===== config.mk =====
export PLATFORM = sky130hd
export DESIGN_NAME = mr_regfile_param
export DESIGN_NICKNAME = d
export VERILOG_FILES = /design/src/rtl/mr_pkg.sv /design/src/rtl/mr_lane_reg.sv /design/src/rtl/mr_regfile_param.sv
export SDC_FILE = /design/constraint.sdc
export NUM_CORES = 1
export LEC_CHECK = 0
export CELL_PAD_IN_SITES_DETAIL_PLACEMENT = 1
export CELL_PAD_IN_SITES_GLOBAL_PLACEMENT = 1
export CORE_MARGIN = 2
export CORE_UTILIZATION = 40
export CTS_CLUSTER_DIAMETER = 40
export CTS_CLUSTER_SIZE = 10
export DETAILED_ROUTE_END_ITERATION = 10
export GPL_TIMING_DRIVEN = 0
export MAX_ROUTING_LAYER = met4
export PLACE_DENSITY_LB_ADDON = 0.2
export SETUP_SLACK_MARGIN = 0.02
export SYNTH_ARGS = -nofsm -noshare
export SYNTH_HDL_FRONTEND = slang
export SYNTH_SLANG_ARGS = --single-unit

===== constraint.sdc =====
create_clock -name clk_i -period 2.95 [get_ports clk_i]
set_input_delay 0.59 -clock clk_i [delete_from_list [all_inputs] [get_ports clk_i]]
set_output_delay 0.59 -clock clk_i [all_outputs]
set_load 0.05 [all_outputs]

===== src/rtl/mr_pkg.sv =====
// Shared definitions for the parametrised register file.
// Contents: special-register indices, the 2-bit byte-lane enable type and the lane-merge helper.
// Latency: none (types and a pure function only); no flow control.
package mr_pkg;

  // Special-register space layout: 0 = I, 1 = ACC, 2..NSP-1 = index/page registers.
  localparam int SP_I        = 0;
  localparam int SP_ACC      = 1;
  localparam int SP_IDX_BASE = 2;

  // Widest register the merge helper supports; callers zero-extend into it and truncate back.
  localparam int MAX_DW = 64;

  // [1] = high half of the word, [0] = low half.
  typedef logic [1:0] lane_t;

  localparam lane_t LANE_NONE = 2'b00;
  localparam lane_t LANE_ALL  = 2'b11;

  // Replace the halves of old_v selected by lane with the matching halves of new_v.
  // dw is the real register width; bits at and above dw come back from old_v untouched.
  function automatic logic [MAX_DW-1:0] merge(input logic [MAX_DW-1:0] old_v,
                                              input logic [MAX_DW-1:0] new_v,
                                              input lane_t             lane,
                                              input int                dw);
    logic [MAX_DW-1:0] full_m;
    logic [MAX_DW-1:0] lo_m;
    logic [MAX_DW-1:0] sel_m;
    full_m = ~({MAX_DW{1'b1}} << dw);
    lo_m   = ~({MAX_DW{1'b1}} << (dw / 2));
    sel_m  = ({MAX_DW{lane[1]}} & full_m & ~lo_m) | ({MAX_DW{lane[0]}} & lo_m);
    return (old_v & ~sel_m) | (new_v & sel_m);
  endfunction

endpackage


===== src/rtl/mr_lane_reg.sv =====
// One DW-bit register with async reset, sync clear and a byte-lane-masked load.
// Ports: clk_i/rst_n_i clock and async active-low reset; clr_i sync clear (wins over load);
//        lane_i per-half load enable (00 = hold); d_i load data; q_o stored value.
// Latency: load visible on q_o one cycle after the edge; no backpressure.
module mr_lane_reg
  import mr_pkg::*;
#(
  parameter int DW = 16
) (
  input  logic          clk_i,
  input  logic          rst_n_i,
  input  logic          clr_i,
  input  lane_t         lane_i,
  input  logic [DW-1:0] d_i,
  output logic [DW-1:0] q_o
);

  logic [DW-1:0] q_q;
  logic [DW-1:0] q_d;

  always_comb begin
    if (clr_i) begin
      q_d = '0;
    end else begin
      q_d = DW'(merge(MAX_DW'(q_q), MAX_DW'(d_i), lane_i, DW));
    end
  end

  always_ff @(posedge clk_i or negedge rst_n_i) begin
    if (!rst_n_i) begin
      q_q <= '0;
    end else begin
      q_q <= q_d;
    end
  end

  assign q_o = q_q;

endmodule


===== src/rtl/mr_regfile_param.sv =====
// CPU register file: NGP general-purpose + NSP special registers (I, ACC, IDX2..).
// Ports: decode side src_*/dst_*/sto_i/d_in_i, ALU side sto_alu_i/acc_in_i, index post-increment
//        inc_i/inc_idx_i, debug scan dbg_en_i; outputs d_out_o (comb read), i_o, acc_o, idx_flat_o,
//        acc_conf_o (registered), debug_o/dbg_ptr_o (registered scan).
// Latency: writes visible one cycle after their edge, reads combinational with no bypass; no backpressure.
module mr_regfile_param
  import mr_pkg::*;
#(
  parameter int DW  = 16,
  parameter int NGP = 8,
  parameter int NSP = 4,
  localparam int GAW = $clog2(NGP),
  localparam int SAW = $clog2(NSP),
  localparam int AW  = (GAW > SAW) ? GAW : SAW,
  localparam int PW  = SAW + GAW + 1
) (
  input  logic                  clk_i,
  input  logic                  rst_n_i,
  input  logic                  clr_i,
  input  logic                  src_sp_i,
  input  logic [AW-1:0]         src_addr_i,
  input  logic                  dst_sp_i,
  input  logic [AW-1:0]         dst_addr_i,
  input  lane_t                 dst_lane_i,
  input  logic                  sto_i,
  input  logic [DW-1:0]         d_in_i,
  input  logic                  sto_alu_i,
  input  logic [DW-1:0]         acc_in_i,
  input  logic                  inc_i,
  input  logic [SAW-1:0]        inc_idx_i,
  input  logic                  dbg_en_i,
  output logic [DW-1:0]         d_out_o,
  output logic [DW-1:0]         i_o,
  output logic [DW-1:0]         acc_o,
  output logic [(NSP-2)*DW-1:0] idx_flat_o,
  output logic                  acc_conf_o,
  output logic [DW-1:0]         debug_o,
  output logic [PW-1:0]         dbg_ptr_o
);

  // Width of the index field below the space bit of the scan pointer.
  localparam int FW = SAW + GAW;

  logic [DW-1:0] gp_val [NGP];
  logic [DW-1:0] sp_val [NSP];

  // ---------------------------------------------------------------------------
  // General-purpose registers: plain decode-side writes only.
  // ---------------------------------------------------------------------------
  for (genvar g = 0; g < NGP; g++) begin : g_gp
    lane_t lane;
    assign lane = (sto_i && !dst_sp_i && (dst_addr_i == AW'(g))) ? dst_lane_i : LANE_NONE;

    mr_lane_reg #(.DW(DW)) u_reg (
      .clk_i   (clk_i),
      .rst_n_i (rst_n_i),
      .clr_i   (clr_i),
      .lane_i  (lane),
      .d_i     (d_in_i),
      .q_o     (gp_val[g])
    );
  end

  // ---------------------------------------------------------------------------
  // Special registers. A decode-side STO to a register always beats the ALU load
  // (ACC) or the post-increment (IDX), even when its lane mask is partial or empty.
  // ---------------------------------------------------------------------------
  for (genvar s = 0; s < NSP; s++) begin : g_sp
    logic          sto_hit;
    lane_t         lane;
    logic [DW-1:0] wdat;

    assign sto_hit = sto_i && dst_sp_i && (dst_addr_i == AW'(s));

    if (s == SP_ACC) begin : g_acc
      assign lane = sto_hit ? dst_lane_i : (sto_alu_i ? LANE_ALL : LANE_NONE);
      assign wdat = sto_hit ? d_in_i : acc_in_i;
    end else if (s >= SP_IDX_BASE) begin : g_idx
      logic inc_hit;
      assign inc_hit = inc_i && (inc_idx_i == SAW'(s));
      assign lane    = sto_hit ? dst_lane_i : (inc_hit ? LANE_ALL : LANE_NONE);
      // Natural DW-bit wrap on overflow.
      assign wdat    = sto_hit ? d_in_i : (sp_val[s] + DW'(1));
    end else begin : g_plain
      assign lane = sto_hit ? dst_lane_i : LANE_NONE;
      assign wdat = d_in_i;
    end

    mr_lane_reg #(.DW(DW)) u_reg (
      .clk_i   (clk_i),
      .rst_n_i (rst_n_i),
      .clr_i   (clr_i),
      .lane_i  (lane),
      .d_i     (wdat),
      .q_o     (sp_val[s])
    );
  end

  // ---------------------------------------------------------------------------
  // Read port: decoded compare so out-of-range addresses fall through to zero.
  // ---------------------------------------------------------------------------
  always_comb begin
    d_out_o = '0;
    for (int g = 0; g < NGP; g++) begin
      if (!src_sp_i && (src_addr_i == AW'(g))) d_out_o = gp_val[g];
    end
    for (int s = 0; s < NSP; s++) begin
      if (src_sp_i && (src_addr_i == AW'(s))) d_out_o = sp_val[s];
    end
  end

  assign i_o   = sp_val[SP_I];
  assign acc_o = sp_val[SP_ACC];

  for (genvar k = SP_IDX_BASE; k < NSP; k++) begin : g_idx_out
    assign idx_flat_o[(k-SP_IDX_BASE)*DW +: DW] = sp_val[k];
  end

  // ---------------------------------------------------------------------------
  // ACC conflict flag and debug scan.
  // Scan pointer = {space, index}: GP0..GP(NGP-1), then {1, SP0..SP(NSP-1)}, then wrap.
  // ---------------------------------------------------------------------------
  logic          acc_sto_hit;
  logic          acc_conf_q, acc_conf_d;
  logic [PW-1:0] dbg_ptr_q, dbg_ptr_d;
  logic [DW-1:0] debug_q, debug_d;
  logic [DW-1:0] dbg_val;

  assign acc_sto_hit = sto_i && dst_sp_i && (dst_addr_i == AW'(SP_ACC));

  always_comb begin
    dbg_val = '0;
    for (int g = 0; g < NGP; g++) begin
      if (dbg_ptr_q == PW'(g)) dbg_val = gp_val[g];
    end
    for (int s = 0; s < NSP; s++) begin
      if (dbg_ptr_q == PW'((1 << FW) | s)) dbg_val = sp_val[s];
    end
  end

  always_comb begin
    acc_conf_d = !clr_i && acc_sto_hit && sto_alu_i;
    dbg_ptr_d  = dbg_ptr_q;
    debug_d    = debug_q;
    if (clr_i) begin
      dbg_ptr_d = '0;
      debug_d   = '0;
    end else if (dbg_en_i) begin
      debug_d = dbg_val;
      if (dbg_ptr_q == PW'(NGP - 1)) begin
        dbg_ptr_d = PW'(1 << FW);
      end else if (dbg_ptr_q == PW'((1 << FW) | (NSP - 1))) begin
        dbg_ptr_d = '0;
      end else begin
        dbg_ptr_d = dbg_ptr_q + PW'(1);
      end
    end
  end

  always_ff @(posedge clk_i or negedge rst_n_i) begin
    if (!rst_n_i) begin
      acc_conf_q <= 1'b0;
      dbg_ptr_q  <= '0;
      debug_q    <= '0;
    end else begin
      acc_conf_q <= acc_conf_d;
      dbg_ptr_q  <= dbg_ptr_d;
      debug_q    <= debug_d;
    end
  end

  assign acc_conf_o = acc_conf_q;
  assign dbg_ptr_o  = dbg_ptr_q;
  assign debug_o    = debug_q;

endmodule

[Word-level counts from Yosys, hierarchy flattened]
Index checks and enable logic that the tools add are counted.
Storage, ports and cells
  register bits: 215
Operators by class
  add/subtract/negate cells: 3
  equality and inequality tests: 27
  muxes and demuxes: 60
  reductions and logical operators: 37
  bitwise logic cells: 60
Operators by type and width (count)
  $mux 16: 41
  $and 16x16->16: 24
  $not 16->16: 12
  $or 16x16->16: 12
  $or 16x8->16: 12
  $add 16x1->16 const B: 2
  $logic_and 1x1->1: 30
  $mux 2: 15
  $eq 3x3->1 const B: 8
  $eq 6x3->1 const B: 4
  $eq 6x6->1 const B: 4
  $mux 6: 4
  $eq 3x2->1 const B: 4
  $eq 6x2->1 const B: 2
  $add 6x1->6 const B: 1
  $eq 3x1->1 const B: 2
  $eq 6x1->1 const B: 1
  $logic_not 3->1: 2
  $logic_not 6->1: 1
  $eq 2x2->1 const B: 2
  $logic_not 1->1: 3
  $reduce_bool 2->1: 1

[Depth between registers and ports, before layout]
  depth after elaboration: 15
  gate-level depth with buffers: 10
  depth with buffers taken out: 7

[By module]
Synthesis repeated with hierarchy kept, for this count alone.
Unflattened totals
  cell total of the unflattened synthesis: 1525
  area, all modules: 13992.2 µm²
Modules (own cells, without submodules)
  mr_lane_reg: times used 12, area each 659.4 µm², sequential area each 400.4 µm², cells an instance 52
  mr_regfile_param: times used 1, area each 6079.6 µm², sequential area each 575.6 µm², cells an instance 901

[Least setup slack after synthesis]
No wires, ideal clock.
  kind: input to output
  start point: input src_addr_i[2]
  end point: output d_out_o[8]
  stages on the path: 8
  arrival time: 2969 ps
  data required time: 2360 ps
  slack: -609 ps
  path through: clkbuf_1 > and3b_1 > clkbuf_1 > clkbuf_1 > nand2_1 > nand2_1 > a21oi_1 > a222oi_1
On the way
  longest elaborated chain between the ends: 14
  elaborated cells on any way between the ends: 32
Ends and longest elaborated chain
  start, declared: line mr_regfile_param.sv:21  | input logic [AW-1:0] src_addr_i,
  $logic_not 3->1: line mr_regfile_param.sv:105, mr_regfile_param.sv:108
  $logic_and 1x1->1: line mr_regfile_param.sv:105  | if (!src_sp_i && (src_addr_i == AW'(g))) d_out_o = gp_val[g];
  $mux 16 (8 in series): line mr_regfile_param.sv:105
  $mux 16 (3 in series): line mr_regfile_param.sv:108  | if (src_sp_i && (src_addr_i == AW'(s))) d_out_o = sp_val[s];
  $mux 16 *: line mr_regfile_param.sv:108
  end, declared: line mr_regfile_param.sv:32  | output logic [DW-1:0] d_out_o,
Mark *: on every way between the ends. The rest lies on a longest branch, timed or not.

[Worst setup path after layout]
  start point: input src_addr_i[1]
  end point: output d_out_o[1]
The elaborated chain is that of the path after synthesis.

==> impl_results.md <==
* Sw Share at 0.296
* Area delta synth->final at 31.5%
* Worst slew pin tran at 1.21 ns
* Worst slew margin at 0.187
* P_int at 6.62 mW
* Leakage power at 7.37 nW
* Mapped Area at 0.0137 sq mm
* Initial Util at 0.406
* Most common cell after layout, fill and taps aside: dfrtp_1
* Endpoints failing setup at 12
* Core box area at 0.0336 sq mm
* Number of nets still failing antenna checks after routing at 0
* Share of layout cells above drive strength 1 at 0.127
* Via count at 15600
* Post-route DRC violation count at 0
* Flops & latches, synth at 215
* Worst VDD drop at 0.388 mV
* Final Net Count at 1946
* Power Dens Cells at 524 mW/mm^2
* Min-delay worst type: in -> reg
* Setup TNS at -1.10 ns
* Htree depth at 2
* Post-DP HPWL at 51800 um
* DRT Wirelength at 71000 um
* Worst Path Buf+Inv at 4
* Seq/Total Area, Yosys at 0.394
* WHS Path Cells at 3
* Sequential share of power at 0.328
* Site Rows at 67
* Reg area at 0.00538 sq mm
* Synth unique cells at 76
* Average wire per standard cell at 30.0 um
* Initial antenna violation count at 1
* Clk_skew at 0.0313 ns
* Unrepaired setup endpoints after global routing: yes
* WS Path Type: in -> out
* CP peak stage delay at 0.57 ns
* Tmin final at 3.09 ns
* CP most frequent cell: buf_12
* CTS Buf Count at 44
* Die Wd at 189 um
* First-pass GRT wire length at 105000 um
* Combinational power share at 0.142
* Ys Warns at 0
* Outcome: finished with violations
* Worst path required time at 2.36 ns
* Stages on worst setup path at 8
* Slew Limit Fails at 0
* GRT Overall Usage at 0.408
* Vias in the first global route at 15800
* Synth Flop Type: dfrtp_1
* Setup crit end kind: output port
* Clk Latency, worst-skew pair at 0.58 ns
* Net switching power at 2.79 mW
* Largest net degree at the start of global routing at 80
* Routability cong. at 1.00
* Commonest cells after routing, fill and taps aside: dfrtp_1, a21oi_1, nand2_1
* Clock root cell: clkbuf_16
* Fill cell count at 3963
* Num ports at 154
* Final period util at 1.05
* PnR worst setup slack at -0.138 ns
* CTS tree: yes
* Die footprint at 0.0356 sq mm
* Syn nets at 1715
* Critical path arrival at 2.50 ns
* Chip height at 189 um
* Asr flop ratio synth at 1.00
* FMAX at 324 MHz
* Pre-antenna DRT Iters at 8
* Fin. Hold Viols at 0
* Top Family by Delay on Critical Path: compound AO/OA/AOI/OAI gates
* Slowest CP cell: a222oi_1
* Clock Sinks at 215
* Post-Place Worst Slack at -2.14 ns
* Cells after Synth at 1658
* Vias per cell at 6.57
* Failing checks: negative setup slack
* Grt ovf at 0
* Crit-path max FO at 6
* Reg2Reg Depth at 10
* Number of enable flip-flop cells after synthesis at 0
* Area of the multi-input gates at 0.00765 sq mm
* Tot Pwr at 9.41 mW
* Clk slew on worst S/H paths at 0.05 ns
* CP Cell Sequence: buf_8, buf_12, buf_12, mux2_4, a222oi_1, nand3_1, a22o_1, buf_6
* CTS Buffer Depth at 3
* Max Cap Viol at 0
* Starting DRT DRC Count at 1623
* Clk network pwr share at 0.530
* # port buffers at 151
* Synthesized area per cell at 8.24 sq um
* Critical Path Source Type: input port
[synth_stat cells, drive strengths merged (17+ instances only)]
cell | count | share of area
buf | 31 | 0.012
o22ai | 18 | 0.0082
o32ai | 18 | 0.013
nand2 | 182 | 0.050
o21ai | 122 | 0.045
mux2 | 17 | 0.014
a22oi | 27 | 0.015
nand3 | 87 | 0.032
clkbuf | 129 | 0.035
nor3 | 19 | 0.0073
dfrtp | 215 | 0.39
nor2b | 22 | 0.010
a211oi | 32 | 0.018
a21oi | 202 | 0.074
inv | 27 | 0.0074
nor2 | 173 | 0.048
mux2i | 103 | 0.075
[area by class of cell]
cell class              instances  share of cell area
well taps                     448              0.0312
diodes                          1            0.000139
plain buffers                 154              0.0483
repair buffers                191               0.107
inverters                      28             0.00613
clock buffers                  56              0.0684
flip-flops and latches        215               0.300
multi-input cells            1255               0.426
clock inverters                23              0.0129
[worst register-to-register path, delay by kind of cell, from the launching register on]
kind / cells / cell delay (ns)
simple gates: 1 / 0.17
flops: 1 / 0.47
compound gates: 4 / 0.96
buf+inv: 4 / 0.93
fa+ha+maj: 1 / 0.22
[state kept, by name, summed over array words and instances, names as in the netlist]
signal and flops:
g_sp.u_reg.q_o 64, debug_o 16, g_gp.u_reg.q_o 128, acc_conf_o 1, dbg_ptr_o 6
[per-layer routing]
layer  share of wire  vias up  global-route usage  routed length (um)
met5               0        -                   -                   0
met4           0.060        0               0.227                4240
met3           0.088      270              0.0793                6270
met2            0.45     1000               0.628               32100
met1            0.40     7777               0.503               28400
li1                -     6536                   -                   -
[cell families (layout without fill, tap and decap cells)]
group	Yosys count	after routing	share of synthesized area
AO/OA/AOI/OAI	561	561	0.262
multiplexers	120	120	0.0895
flip-flops	215	215	0.394
adder cells (fa/ha/maj)	6	6	0.00550
XOR/XNOR	1	1	0.000641
buffers and inverters	188	452	0.0555
other	0	1	0
AND/OR/NAND/NOR	567	567	0.193
[power groups by stage]
stage / logic, mW / clock network, mW / registers [mW]
after global routing: 1.39 / 5.15 / 3.08
after CTS: 1.28 / 5.00 / 3.08
after floorplan: 0.537 / 0 / 3.20
final: 1.33 / 4.99 / 3.08
after detailed placement: 1.20 / 0 / 3.12
after global placement: 1.18 / 0 / 3.13
[final timing paths]
kind	startpoint	to	slack [ns]
worst max-delay path	src_addr_i[1]	d_out_o[1]	-0.14
worst min-delay path	dst_lane_i[0]	g_sp[2].u_reg.q_o[0]$_DFF_PN0_	0.43
worst max register to register	dbg_ptr_o[0]$_DFFE_PN0P_	debug_o[2]$_DFFE_PN0P_	0.10
worst min register to register	g_gp[0].u_reg.q_o[7]$_DFF_PN0_	g_gp[0].u_reg.q_o[7]$_DFF_PN0_	0.52
max in group asynchronous	rst_n_i	g_gp[3].u_reg.q_o[10]$_DFF_PN0_	1.20
min in group asynchronous	rst_n_i	g_sp[3].u_reg.q_o[2]$_DFF_PN0_	0.55
[repair_timing]
item,4_1_cts,5_1_grt
hold endpoints to repair,10,0
hold buffers,1,0
gates resized for setup,214,42
setup endpoints to repair,37,38
gates cloned,5,0
pin swaps,36,34
setup buffers,19,16
[metrics by stage]
step / instances / hold slack (ns) / area [sq um] / utilization
detailed placement: 2259 / 0.500 / 15800 / 0.471
floorplan: 1658 / 0.294 / 13700 / -
CTS: 2359 / 0.415 / 17800 / 0.529
finish: 2371 / 0.434 / 18000 / 0.534
global route: 2371 / 0.468 / 18000 / 0.534
global placement: 2257 / 0.511 / 15800 / 0.469
No activity file was read; power rests on OpenSTA's default activity.
==> edit 1, RTL diff (same flow settings) <==
Change the parameter `NGP` from 8 to 4.
--- a/src/rtl/mr_regfile_param.sv
+++ b/src/rtl/mr_regfile_param.sv
@@ -7,7 +7,7 @@
   import mr_pkg::*;
 #(
   parameter int DW  = 16,
-  parameter int NGP = 8,
+  parameter int NGP = 4,
   parameter int NSP = 4,
   localparam int GAW = $clog2(NGP),
   localparam int SAW = $clog2(NSP),
Ports: changed (resized dbg_ptr_o, dst_addr_i and src_addr_i); port bits go from 154 to 151. No check against the original RTL was run, so the function may have changed too.
==> edit 1 against the original RTL <==
- sequential cell count shrank 65
- critical path type unchanged
- wire length shrank 38%
- synthesized area shrank 30%
- setup slack gained 0.23 ns
- via count shrank 33%
- cell area shrank 33%
- core utilization shrank 2.0 points
- power shrank 41%
- clock skew shrank 0.024 ns
- worst hold slack lost 0.34 ns
==> edit 1: results (changes against the original RTL) <==
| Metric | Value |
|---|---|
| Reg clk slew, reported paths | `0.07 ns (was 0.05 ns)` |
| Compound-Gate Fraction of Synth Area | `22.36% (was 26.19%)` |
| Adder-cell share of the synthesized area | `0.7799% (was 0.5498%)` |
| Synthesized-area fraction occupied by xor and xnor cells | `0.2730% (was 0.06414%)` |
| GRT Util Overall | `35.27% (was 40.77%)` |
| Run status | `completed (was complete, but fails checks)` |
| Gpl congestion | `0.9459 (was 1.002)` |
| DR iter-0 viols | `1235 (was 1623)` |
| Placed Cells incl. Taps | `1591 (was 2259)` |
| Flop-to-flop setup slack | `0.19 ns (was 0.10 ns)` |
| Worst-path maximum fanout | `10 (was 6)` |
| Largest net degree at the start of global routing | `85 (was 80)` |
| Buffers on Ports | `136 (was 151)` |
| Hold WS | `0.09130 ns (was 0.4344 ns)` |
| Hold Crit Class | `in -> async (was in -> reg)` |
| Peak VDD IR | `0.3415 mV (was 0.3881 mV)` |
| Global-route wire length before repair | `66160 µm (was 105100 µm)` |
| Setup Skew | `0.007345 ns (was 0.03132 ns)` |
| Cell leakage power | `0.004974 µW (was 0.007374 µW)` |
| Max H-tree Level | `4 (was 2)` |
| Post-DP HPWL | `32880 µm (was 51790 µm)` |
| Sequential-to-total area share from yosys stat | `39.00% (was 39.40%)` |
| Mapped Cells | `1135 (was 1658)` |
| Vias in the first global route | `10592 (was 15824)` |
| Distinct cell type count after synthesis | `68 (was 76)` |
| Worst Reg-to-Reg Cells | `7 (was 10)` |
| Post-DR vias/cell | `6.404 (was 6.572)` |
| Mux cell area share after synthesis | `12.67% (was 8.952%)` |
| Drt first pass iters | `5 (was 8)` |
| Final nets | `1348 (was 1946)` |
| Total CTS buffers | `17 (was 44)` |
| CTS Buffer Depth | `2 (was 3)` |
| Skew-Pair Late Insertion Delay | `0.44 ns (was 0.58 ns)` |
| Wire length per cell | `27.03 µm (was 29.96 µm)` |
[edit 1: changes by cell type after synthesis, moves of 13 or more]
cell / before / now
a21oi_1: 202 / 68
a221o_1: 14 / 1
a222oi_1: 14 / 0
a22o_1: 15 / 2
clkbuf_1: 129 / 83
dfrtp_1: 215 / 150
inv_1: 27 / 9
nand2_1: 182 / 147
nand3_1: 87 / 15
nor2_1: 170 / 133
o211ai_1: 2 / 18
o21ai_0: 122 / 100
o221ai_1: 1 / 16
o22ai_1: 18 / 3
[edit 1: worst paths after layout]
| path | startpoint | to |
|---|---|---|
| max in group asynchronous | rst_n_i | g_gp[1].u_reg.q_o[15] |
| min | rst_n_i | g_sp[3].u_reg.q_o[4] |
| max reg2reg | dbg_ptr_o[1] | debug_o[10] |
| min reg2reg | debug_o[2] | debug_o[2] |
| max | src_addr_i[0] | d_out_o[12] |
| min in group clk_i | debug_o[2] | debug_o[2] |
[edit 1: cell type report]
cell class / instances / area, µm² / share of cell area (%)
antenna: 1 / 2.502 / 0.02066
buffer: 104 / 479.2 / 3.956
clock buffer: 19 / 452.9 / 3.739
clock inverter: 12 / 141.4 / 1.167
inverter: 10 / 38.79 / 0.3202
multi-input combinational: 871 / 5474 / 45.19
sequential: 150 / 3754 / 30.99
tap: 319 / 399.1 / 3.295
timing repair buffer: 139 / 1373 / 11.33
[edit 1: metrics by stage]
stage,setup TNS [ns],power (µW),utilization [%],setup WS [ns],cell area (µm²)
2_1_floorplan,0,2768,-,0.02437,9630
3_3_place_gp,-822.69,3220,48.38,-5.309,11390
3_5_place_dp,-29.26,3240,48.52,-1.863,11420
4_1_cts,0,5519,51.42,0.05430,12110
5_1_grt,0,5690,51.46,0.02344,12110
6_report,0,5555,51.46,0.08933,12110
[edit 1: repair_timing]
| item | CTS | global route |
|---|---|---|
| resized for setup | 130 | 8 |
| cloned | 1 | 0 |
| endpoints found under the setup margin | 16 | 21 |
| pin swaps | 2 | 1 |
| setup buffers | 1 | 0 |
[edit 1: critical path, stage by stage]
cell and delay, ns:
clkbuf_4 0.24, buf_6 0.22, buf_4 0.26, nand2_2 0.19, nor2_4 0.29, nand2_1 0.14, o21ai_2 0.13, buf_6 0.19
[edit 1: per-layer routing]
layer / wire length (µm) / GRT usage, % / up-vias
met2: 20570 / 55.93 / 546
li1: - / - / 4471
met5: 0 / - / -
met1: 18260 / 45.23 / 5242
met4: 1872 / 14.38 / 0
met3: 3221 / 5.522 / 148
[edit 1: power breakdown]
group	switching (µW)	internal (µW)	total, µW
clock network	1000	1300	2310
logic	728	320	1050
registers	94.7	2110	2200
==> edit 2, RTL diff (same settings) <==
Made on the original files. Remove the register `acc_conf_q`: a continuous assignment takes its place, so the output `acc_conf_o` follows one clock earlier.
--- a/src/rtl/mr_regfile_param.sv
+++ b/src/rtl/mr_regfile_param.sv
@@ -159,15 +159,15 @@
 
   always_ff @(posedge clk_i or negedge rst_n_i) begin
     if (!rst_n_i) begin
-      acc_conf_q <= 1'b0;
       dbg_ptr_q  <= '0;
       debug_q    <= '0;
     end else begin
-      acc_conf_q <= acc_conf_d;
       dbg_ptr_q  <= dbg_ptr_d;
       debug_q    <= debug_d;
     end
   end
+
+  assign acc_conf_q = acc_conf_d;
 
   assign acc_conf_o = acc_conf_q;
   assign dbg_ptr_o  = dbg_ptr_q;
Check against the original RTL: not equivalent (Yosys sat finds a counterexample within 4 cycles, from zero or initial values and one cycle with rst_n_i low).
==> edit 2 against the original RTL <==
- the run still ends with setup timing left
- synthesized area down 0.18%
- setup slack worse by 0.11 ns
- clock skew down 0.010 ns
- critical path type unchanged
- cell area down 1.1%
- power down 2.4%
- sequential cell count down 1
- wire length down 0.90%
==> edit 2: results (changes against the original RTL) <==
| Metric | Value |
|---|---|
| Post-CTS setup buffer count | `14 (was 19)` |
| FF-to-FF End | `debug_o[12] (was debug_o[2])` |
| Fill count | `3970 (was 3963)` |
| Drt first pass iters | `6 (was 8)` |
| Setup Skew | `0.02098 ns (was 0.03132 ns)` |
| DR iter-0 viols | `1607 (was 1623)` |
| Dpl ws | `-2.149 ns (was -2.141 ns)` |
| Failing checks | `setup timing (unchanged)` |
| Global-route wire length before repair | `103300 µm (was 105100 µm)` |
| GRT Util Overall | `40.11% (was 40.77%)` |
| Mapped Cells | `1657 (was 1658)` |
| Global routing usage on met2 | `62.81% (was 62.80%)` |
| Run status | `complete, but fails checks (unchanged)` |
| Final WS setup | `-0.2480 ns (was -0.1379 ns)` |
| Peak VDD IR | `0.3853 mV (was 0.3881 mV)` |
| Slowest stage delay, CP | `0.49 ns (was 0.57 ns)` |
| Gpl congestion | `0.9622 (was 1.002)` |
| Post-DP Area | `15790 µm² (was 15840 µm²)` |
| Final TNS setup | `-1.039 ns (was -1.099 ns)` |
| Flop-to-flop setup slack | `0.06 ns (was 0.10 ns)` |
| Post-DR vias/cell | `6.567 (was 6.572)` |
| Setup violators final | `13 (was 12)` |
| Total CTS buffers | `41 (was 44)` |
| Global Route met3 Usage | `7.785% (was 7.934%)` |
| Final nets | `1929 (was 1946)` |
| Vias in the first global route | `15648 (was 15824)` |
| Placed Cells incl. Taps | `2257 (was 2259)` |
| WL final | `70400 µm (was 71040 µm)` |
| Cell leakage power | `0.007273 µW (was 0.007374 µW)` |
| Met1 Use GR | `49.51% (was 50.31%)` |
==> edit 2: changes by cell type after synthesis, sizes merged <==
cell   change
dfrtp      -1
==> edit 2: cell type report <==
class                           instances  area [µm²]  share of cell area, %
Sequential cell                       214        5355                  30.14
Tap cell                              448       560.5                  3.155
Multi-Input combinational cell       1255        7679                  43.22
Timing Repair Buffer                  178        1790                  10.08
Antenna cell                            1       2.502                0.01408
Inverter                               28       112.6                 0.6338
Buffer                                154       878.3                  4.943
Clock buffer                           58        1192                  6.711
Clock inverter                         15       197.7                  1.113
==> edit 2: worst max path at each step <==
stage                       start               endpoint  cells after the start
finish              src_addr_i[1]             d_out_o[4]                      9
CTS                 src_addr_i[1]             d_out_o[9]                      9
global route        src_addr_i[1]             d_out_o[4]                      9
floorplan                src_sp_i             d_out_o[8]                      8
detailed placement  src_addr_i[1]             d_out_o[7]                      9
global placement          rst_n_i  g_gp[1].u_reg.q_o[13]                      1
==> edit 2: cells by family after synthesis <==
logic type | Yosys count | synth area share [%]
compound gates | 561 | 26.23
xor+xnor | 1 | 0.06427
fa+ha+maj | 6 | 0.5507
buf+inv | 188 | 5.563
flops | 214 | 39.29
mux | 120 | 8.968
simple gates | 567 | 19.33
==> edit 2: power breakdown <==
group          total [µW]  internal (µW)  switching, µW
Sequential           3070           2980           84.0
Combinational        1330            410            915
Clock                4790           3150           1640
Total                9190           6550           2640
==> edit 2: routing by layer <==
layer | part of all wire, % | vias up | wire length (µm)
met5 | 0 | - | 0
met4 | 5.3 | 0 | 3725
met3 | 9.1 | 247 | 6440
met2 | 46 | 975 | 32480
met1 | 39 | 7709 | 27760
li1 | - | 6509 | -
